**config.mk**
```make
export PLATFORM = sky130hd
export DESIGN_NAME = rvfi_mem_tracker
export DESIGN_NICKNAME = d
export VERILOG_FILES = /design/src/rtl/rvfi_mem_pkg.sv /design/src/rtl/rvfi_mem_queue.sv /design/src/rtl/rvfi_mem_tracker.sv
export SDC_FILE = /design/constraint.sdc
export NUM_CORES = 1
export LEC_CHECK = 0
export CORE_MARGIN = 2
export CORE_UTILIZATION = 50
export DETAILED_ROUTE_END_ITERATION = 16
export PLACE_DENSITY = 0.77
export SLEW_MARGIN = 40
export SYNTH_ARGS = -nofsm -noshare
export SYNTH_HDL_FRONTEND = slang
export SYNTH_SLANG_ARGS = --single-unit
```
**constraint.sdc**
```tcl
create_clock -name clk -period 9.6 [get_ports clk]
set_input_delay 2.88 -clock clk [delete_from_list [all_inputs] [get_ports clk]]
set_output_delay 2.88 -clock clk [all_outputs]
set_load 0.1 [all_outputs]
```
**src/rtl/rvfi_mem_pkg.sv**
```systemverilog
// Shared types for the RVFI memory tracker: queue entry layout, error-bit indices, lane mask helper.
package rvfi_mem_pkg;
  localparam int MEM_XLEN = 32;
  localparam int MEM_NBE  = MEM_XLEN / 8;

  localparam int ERR_OVF    = 0;
  localparam int ERR_ORPHAN = 1;
  localparam int ERR_EMPTY  = 2;
  localparam int ERR_PEND   = 3;

  typedef struct packed {
    logic [MEM_XLEN-1:0] addr;
    logic [MEM_NBE-1:0]  rmask;
    logic [MEM_NBE-1:0]  wmask;
    logic [MEM_XLEN-1:0] rdata;
    logic [MEM_XLEN-1:0] wdata;
    logic                done;
  } mem_entry_t;

  function automatic logic [MEM_XLEN-1:0] lane_mask(input logic [MEM_NBE-1:0] be);
    lane_mask = '0;
    for (int i = 0; i < MEM_NBE; i++) lane_mask[i*8 +: 8] = {8{be[i]}};
  endfunction
endpackage

```
**src/rtl/rvfi_mem_queue.sv**
```systemverilog
// In-order circular buffer of bus transactions; loads wait PENDING until the oldest one is completed.
// Pointers carry one wrap bit; a third pointer always sits on the oldest PENDING entry (or at wptr).
module rvfi_mem_queue import rvfi_mem_pkg::*; #(
  parameter int DEPTH = 4
) (
  input  logic                clk,
  input  logic                resetn,
  input  logic                push_i,
  input  mem_entry_t          push_dat_i,
  input  logic                pop_i,
  input  logic                cmpl_i,
  input  logic [MEM_XLEN-1:0] cmpl_rdata_i,
  output logic                full_o,
  output logic                empty_o,
  output logic                pend_o,
  output mem_entry_t          head_o
);
  localparam int PW    = $clog2(DEPTH);
  localparam int PTR_W = PW + 1;

  mem_entry_t       mem_q [DEPTH];
  logic [PTR_W-1:0] wptr_q, rptr_q, pptr_q;
  logic [PTR_W-1:0] wptr_d, rptr_d, pptr_d;
  logic [PTR_W-1:0] scan_ptr;
  logic             found;

  assign empty_o = (wptr_q == rptr_q);
  assign full_o  = (wptr_q[PW] != rptr_q[PW]) && (wptr_q[PW-1:0] == rptr_q[PW-1:0]);
  assign pend_o  = (pptr_q != wptr_q);
  assign head_o  = mem_q[rptr_q[PW-1:0]];

  always_comb begin
    rptr_d   = pop_i  ? rptr_q + 1'b1 : rptr_q;
    wptr_d   = push_i ? wptr_q + 1'b1 : wptr_q;
    pptr_d   = pptr_q;
    scan_ptr = '0;
    found    = 1'b0;
    // After a completion, skip forward over stores to the next load still waiting.
    if (cmpl_i) begin
      pptr_d = wptr_q;
      for (int k = 1; k < DEPTH; k++) begin
        scan_ptr = pptr_q + PTR_W'(k);
        if (!found && ((scan_ptr - rptr_q) < (wptr_q - rptr_q)) &&
            !mem_q[scan_ptr[PW-1:0]].done) begin
          found  = 1'b1;
          pptr_d = scan_ptr;
        end
      end
    end
    if (push_i && push_dat_i.done && (pptr_d == wptr_q)) pptr_d = wptr_q + 1'b1;
  end

  always_ff @(posedge clk) begin
    if (!resetn) begin
      wptr_q <= '0;
      rptr_q <= '0;
      pptr_q <= '0;
    end else begin
      wptr_q <= wptr_d;
      rptr_q <= rptr_d;
      pptr_q <= pptr_d;
      if (cmpl_i) begin
        mem_q[pptr_q[PW-1:0]].rdata <= cmpl_rdata_i & lane_mask(mem_q[pptr_q[PW-1:0]].rmask);
        mem_q[pptr_q[PW-1:0]].done  <= 1'b1;
      end
      if (push_i) mem_q[wptr_q[PW-1:0]] <= push_dat_i;
    end
  end
endmodule

```
**src/rtl/rvfi_mem_tracker.sv**
```systemverilog
// Passive RVFI memory-field producer: queues bus transfers, pairs load responses, emits fields 1 cycle after retire.
// Never backpressures the bus; overflow/orphan/empty/pending faults set sticky err bits (asserts when RVFI_MEM_TRACKER_ASSERT_EN).
module rvfi_mem_tracker import rvfi_mem_pkg::*; #(
  parameter int XLEN    = MEM_XLEN,
  parameter int DEPTH   = 4,
  parameter int ORDER_W = 64
) (
  input  logic                 clk,
  input  logic                 resetn,
  input  logic                 req_valid_i,
  input  logic                 req_ready_i,
  input  logic                 req_rd_i,
  input  logic [XLEN-1:0]      req_addr_i,
  input  logic [XLEN/8-1:0]    req_be_i,
  input  logic [XLEN-1:0]      req_wdata_i,
  input  logic                 rsp_valid_i,
  input  logic [XLEN-1:0]      rsp_rdata_i,
  input  logic                 ret_valid_i,
  input  logic                 ret_mem_i,
  output logic                 rvfi_valid_o,
  output logic [ORDER_W-1:0]   rvfi_order_o,
  output logic [XLEN-1:0]      rvfi_mem_addr_o,
  output logic [XLEN/8-1:0]    rvfi_mem_rmask_o,
  output logic [XLEN/8-1:0]    rvfi_mem_wmask_o,
  output logic [XLEN-1:0]      rvfi_mem_rdata_o,
  output logic [XLEN-1:0]      rvfi_mem_wdata_o,
  output logic [3:0]           err_o
);
  localparam int NBE = XLEN / 8;

  logic       xfer, ret_mem_v, bypass, pop, push, cmpl;
  logic       full, empty, pend;
  mem_entry_t head, push_dat;
  logic [3:0] err_set;

  logic               valid_q;
  logic [ORDER_W-1:0] order_q, order_d, cnt_q, cnt_d;
  logic [XLEN-1:0]    addr_q, addr_d, rdata_q, rdata_d, wdata_q, wdata_d;
  logic [NBE-1:0]     rmask_q, rmask_d, wmask_q, wmask_d;
  logic [3:0]         err_q, err_d;

  assign xfer      = req_valid_i & req_ready_i;
  assign ret_mem_v = ret_valid_i & ret_mem_i;
  // A pending head is always the oldest pending entry, so a same-cycle response belongs to it.
  assign bypass    = ret_mem_v & ~empty & ~head.done & rsp_valid_i;
  assign pop       = ret_mem_v & ~empty & (head.done | rsp_valid_i);
  assign push      = xfer & (~full | pop);
  assign cmpl      = rsp_valid_i & pend;

  always_comb begin
    push_dat       = '0;
    push_dat.addr  = req_addr_i & ~XLEN'(NBE - 1);
    push_dat.done  = ~req_rd_i;
    push_dat.rmask = req_rd_i ? req_be_i : '0;
    push_dat.wmask = req_rd_i ? '0 : req_be_i;
    push_dat.wdata = req_rd_i ? '0 : (req_wdata_i & lane_mask(req_be_i));
  end

  always_comb begin
    err_set             = '0;
    err_set[ERR_OVF]    = xfer & full & ~pop;
    err_set[ERR_ORPHAN] = rsp_valid_i & ~pend;
    err_set[ERR_EMPTY]  = ret_mem_v & empty;
    err_set[ERR_PEND]   = ret_mem_v & ~empty & ~head.done & ~rsp_valid_i;
  end

  rvfi_mem_queue #(.DEPTH(DEPTH)) u_queue (
    .clk          (clk),
    .resetn       (resetn),
    .push_i       (push),
    .push_dat_i   (push_dat),
    .pop_i        (pop),
    .cmpl_i       (cmpl),
    .cmpl_rdata_i (rsp_rdata_i),
    .full_o       (full),
    .empty_o      (empty),
    .pend_o       (pend),
    .head_o       (head)
  );

  always_comb begin
    addr_d  = '0;
    rmask_d = '0;
    wmask_d = '0;
    rdata_d = '0;
    wdata_d = '0;
    if (pop) begin
      addr_d  = head.addr;
      rmask_d = head.rmask;
      wmask_d = head.wmask;
      wdata_d = head.wdata;
      rdata_d = bypass ? (rsp_rdata_i & lane_mask(head.rmask)) : head.rdata;
    end
    cnt_d   = ret_valid_i ? cnt_q + 1'b1 : cnt_q;
    order_d = ret_valid_i ? cnt_q : order_q;
    err_d   = err_q | err_set;
  end

  always_ff @(posedge clk) begin
    if (!resetn) begin
      valid_q <= 1'b0;
      order_q <= '0;
      cnt_q   <= '0;
      addr_q  <= '0;
      rmask_q <= '0;
      wmask_q <= '0;
      rdata_q <= '0;
      wdata_q <= '0;
      err_q   <= '0;
    end else begin
      valid_q <= ret_valid_i;
      order_q <= order_d;
      cnt_q   <= cnt_d;
      addr_q  <= addr_d;
      rmask_q <= rmask_d;
      wmask_q <= wmask_d;
      rdata_q <= rdata_d;
      wdata_q <= wdata_d;
      err_q   <= err_d;
    end
  end

`ifdef RVFI_MEM_TRACKER_ASSERT_EN
  always_ff @(posedge clk) begin
    if (resetn) begin
      if (err_set[ERR_OVF])    assert (1'b0) else $error("rvfi_mem_tracker: queue overflow");
      if (err_set[ERR_ORPHAN]) assert (1'b0) else $error("rvfi_mem_tracker: orphan response");
      if (err_set[ERR_EMPTY])  assert (1'b0) else $error("rvfi_mem_tracker: retire on empty queue");
      if (err_set[ERR_PEND])   assert (1'b0) else $error("rvfi_mem_tracker: retire with head pending");
    end
  end
`else
  // Error reporting relies on the sticky err bits alone.
`endif

  assign rvfi_valid_o     = valid_q;
  assign rvfi_order_o     = order_q;
  assign rvfi_mem_addr_o  = addr_q;
  assign rvfi_mem_rmask_o = rmask_q;
  assign rvfi_mem_wmask_o = wmask_q;
  assign rvfi_mem_rdata_o = rdata_q;
  assign rvfi_mem_wdata_o = wdata_q;
  assign err_o            = err_q;
endmodule

```
### After elaboration in Yosys (flattened, before gate mapping)

Memory sizes are Yosys's and may differ from the RTL's. A register that Yosys moved wholly into a read port is not among the register bits.
Cells that the tools add are included.
Widths: inputs -> output; s select.

| word-level totals | value |
|---|---|
| output and inout port bits | 173 |
| input bits | 108 |
| RAM bits | 412 |
| memories | 1 |
| logic and storage cells | 93 |
| flip-flop bits (word level) | 246 |

| operators by class | value |
|---|---|
| muxes and demuxes | 22 |
| reductions and logical operators | 14 |
| add/subtract/negate cells | 10 |
| bitwise logic cells | 26 |
| equal/unequal tests | 5 |
| order comparisons | 3 |

Memory list:

| name | depth | width | read ports | clocked after memory_dff | write ports | RTL line | text |
|---|---|---|---|---|---|---|---|
| u_queue.mem_q | 4 | 103 | 5 | 2 | 2 | rvfi_mem_queue.sv:21 | `mem_entry_t mem_q [DEPTH];` |

Operators by type and width:

| operator | count |
|---|---|
| $and 32x32->32 | 3 |
| $add 64x1->64 const B | 1 |
| $mux 32 | 2 |
| $mux 3 | 5 |
| $and 1x1->1 | 13 |
| $sub 3x3->3 | 4 |
| $mux 1 | 10 |
| $add 3x1->3 const B | 3 |
| $lt 3x3->1 | 3 |
| $logic_and 1x1->1 | 8 |
| $mux 4 | 2 |
| $not 1->1 | 7 |
| $add 3x2->3 const B | 2 |
| $eq 3x3->1 | 2 |
| $mux 2 | 3 |
| $logic_not 1->1 | 5 |
| $or 4x4->4 | 1 |
| $ne 3x3->1 | 1 |
| $eq 2x2->1 | 1 |
| $or 1x1->1 | 2 |
| $reduce_and 2->1 | 1 |
| $ne 1x1->1 | 1 |

### Depth between registers and ports, before layout

| depth | value |
|---|---|
| depth after elaboration | 20 |
| depth in mapped cells | 16 |

### Cells and area by module

A second synthesis with hierarchy kept.

| second synthesis, totals | value |
|---|---|
| cell total of the unflattened synthesis | 2013 |
| area, all modules | 27037.2 um2 |

Modules (own cells, without submodules):

| module | cells an instance | area each (um2) | times used | sequential area each (um2) |
|---|---|---|---|---|
| rvfi_mem_queue | 1048 | 18044.8 | 1 | 12792.3 |
| rvfi_mem_tracker | 965 | 8992.4 | 1 | 4744.6 |

### Worst setup path before layout

OpenSTA, ideal clock, no wires.

| timing path | value |
|---|---|
| path kind | input to register |
| start | input port ret_valid_i |
| end | memory u_queue.mem_q[0][100] (netlist bit) (enable) |
| path slack | 3.100 ns |
| library setup time | 0.462 ns |
| data required time | 9.138 ns |
| cell stages on the path | 6 |
| data arrival time | 6.038 ns |
| path through | buf_2 > nand4_1 > o22ai_1 > and3_1 > clkbuf_1 > clkbuf_1 |

RTL lines:

| element | RTL line | text |
|---|---|---|
| start: declaration | rvfi_mem_tracker.sv:18 | `input logic ret_valid_i,` |
| end: declaration | rvfi_mem_queue.sv:21 |  |

==> impl_metrics.ini <==
[yosys]
syn_area_sq_um = 25600
synth_warnings = 0
synth_cell_types = 57
synth_async_sr_flop_share_pct = 0
yosysSeqAreaShare_pct = 62.5
ys.flop_type = dfxtp_1
ys_ff_latch = 658
synth_edf_count = 280
syn_avg_cell_area_sq_um = 12.2
syn_inst = 2089

[worst_setup_path]
cp_common_cell = buf_4
start_kind = input port
ff2ff_path_depth = 15
rr_endpoint = u_queue.pptr_q[0]
reg2reg_slack_ns = 4.50
max_stage_delay_ns = 0.62
cpLargestDelayFamily = simple AND/OR/NAND/NOR gates
endpoint_kind = register
r2r-start = u_queue.pptr_q[1]
crit_fanout = 37
worstPathCellList = buf_4, buf_4, nand4_1, nor2_1, nand4_4, or4_1, or4_4, or3_1, a21oi_1
critical_path_class = in -> reg
worst-path-buf-inv = 2
slowest_stage = buf_4
worstPathArrival_ns = 6.54
crit_required_ns = 10.13

[sta]
post-route-min-period_ns = 6.01
fmax_ghz = 0.166
tns_ns = 0
skew_ns = 0.0227
finalSetupViolations = 0
worst_slack_ns = 3.59
drv_slew = 0
holdWs_ns = 0.455
slew-limit-headroom_pct = 40.7
final-hold-violation-count = 0
rsz0062_at_grt = false
worst_pin_slew_ns = 0.889
period_share_pct = 62.6

[floorplanning]
die_h_microns = 230
dieWidth_microns = 230
initial_utilization_pct = 50.8
core_sq_um = 50300
rows = 82
io_pins = 281
die-area_sq_um = 52900

[global_route]
gr-total-overflow = 0
track_usage_pct = 23.1
grt_pass1_vias = 17465
grt_pass1_wl_microns = 95600
grt_max_degree = 95
grt_antenna_before_repair = 7

[final_layout]
diodes = 0
final_common_cell = dfxtp_1
final_cell_mix = dfxtp_1 (375), nand2_1 (326), edfxtp_1 (280)
area_growth_pct = 18.7
drive_above_1_share_pct = 18.5
nNetsFinal = 2457

[power]
power_density_nw_per_um2 = 232
power.leakage_nw = 11.3
ir_drop_mv = 0.187
design_power_total_mw = 7.05

[flow_run]
cap_violations = 0

[place]
port_buffers = 276
post-dp-hpwl_microns = 36800
place_congestion = 0.841
post-place-ws_ns = 2.97

[worst_hold_path]
worstHoldStart = u_queue.mem_q[0][40]
hold_depth = 2
hold_end = u_queue.mem_q[0][40]
hold_class = reg -> reg

[detailed_routing]
wl_per_cell_microns = 20.3
drt_wl_total_microns = 62000
drtPass1Iterations = 5
post-route-drc-count = 0
ant_nets = 0
drt_iter0_markers = 1324
vias_per_cell = 5.68
vias = 17321

[clock_network]
clock-root-buffer = clkbuf_16
cts.sinks = 658
post_cts_resized = 0
numCtsBuffers = 68
cts_tree = built
clk_pin_slew_ns = 0.06
cts_setup_buffers = 0
ctsHoldBuffers = 0
clkLatencyLatePin_ns = 0.61
clock_path_buffers = 3
htree_levels = 3

[run_status]
outcome = completed
layout make-up:
cell class                      instances  area, sq um
Tap cell                              672          841
Timing Repair Buffer                  296         2140
Clock inverter                         30          294
Fill cell                            3937        19900
Sequential cell                       658        16000
Clock buffer                           94         1910
Inverter                               21         81.3
Multi-Input combinational cell       1279         9090
cells by family (layout without fill, tap and decap cells):
family | count (synthesis) | after routing | synth area share (%)
simple gates | 771 | 771 | 14.2
other cells | 1 | 2 | 0.0147
mux | 180 | 180 | 12.3
buf+inv | 153 | 441 | 2.34
xor+xnor | 70 | 70 | 2.40
fa+ha+maj | 25 | 25 | 1.34
compound gates | 231 | 231 | 4.86
flops | 658 | 658 | 62.5
stage by stage:
step,util [%],instance area (sq um),cells
floorplan,-,25600,2090
global placement,57.3,28800,2920
detailed placement,55.9,28100,2926
CTS,60.3,30300,3050
global route,60.4,30300,3050
finish,60.4,30300,3050
registers in the layout (all words and copies together), names as in the netlist, named ones only:
signal / count
rvfi_mem_wdata_o: 32
rvfi_valid_o: 1
cnt_q: 64
u_queue.mem_q: 412
err_o: 4
rvfi_order_o: 64
rvfi_mem_rdata_o: 32
rvfi_mem_rmask_o: 4
u_queue.pptr_q: 3
rvfi_mem_wmask_o: 4
rvfi_mem_addr_o: 30
u_queue.rptr_q: 3
u_queue.wptr_q: 3
Yosys cell counts, types with 3 or more instances:
cell      count  share of area, %
a211oi_1      6              0.18
a21o_1        4              0.12
a21oi_1     189               3.7
and2_1       74               1.8
and3_1       90               2.2
and3_2        4              0.12
and4_1        4              0.14
buf_1        11              0.16
buf_2         3             0.059
buf_4         3             0.088
clkbuf_1    114               1.7
dfxtp_1     378                30
edfxtp_1    280                33
fa_1          4              0.31
ha_1         21               1.0
inv_1        21              0.31
mux2i_1      70               2.7
mux4_2      108               9.5
nand2_1     326               4.8
nand3_1      62               1.2
nand4_1      15              0.37
nor2_1      148               2.2
nor2b_1       5              0.12
nor3_1       12              0.24
nor4_1        4             0.098
o211ai_1      4              0.12
o21ai_0      15              0.29
or3_1         9              0.22
xnor2_1      37               1.3
xor2_1       33               1.1
per-layer routing:
metal / share of wire [%] / track usage, % / vias to the layer above
met3: 7.9 / 5.84 / 156
met2: 48 / 37.6 / 699
met1: 41 / 29.9 / 8559
met5: 0.10 / 0 / -
li1: - / - / 7897
met4: 3.0 / 8.61 / 10
report_power, final:
group,switching (mW),internal (mW),total [mW]
combinational,0.650,0.480,1.13
sequential,0.151,3.16,3.31
clock,1.09,1.51,2.60
total,1.89,5.15,7.05
worst max path at each step:
stage	from	endpoint	slack [ns]	cells past startpoint
2_1_floorplan	ret_valid_i	u_queue.mem_q[0][100]	3.10	6
3_3_place_gp	ret_valid_i	cnt_q[62]	3.03	9
3_5_place_dp	ret_valid_i	cnt_q[59]	2.97	9
4_1_cts	ret_valid_i	cnt_q[62]	3.59	9
5_1_grt	ret_valid_i	cnt_q[57]	3.27	9
6_report	ret_valid_i	cnt_q[62]	3.59	9
worst min-delay path: stages, from the launching register on:
cell and delay (ns):
dfxtp_1 0.31, nand2_1 0.05, a21oi_1 0.05
No activity file was read; power rests on OpenSTA's default activity.
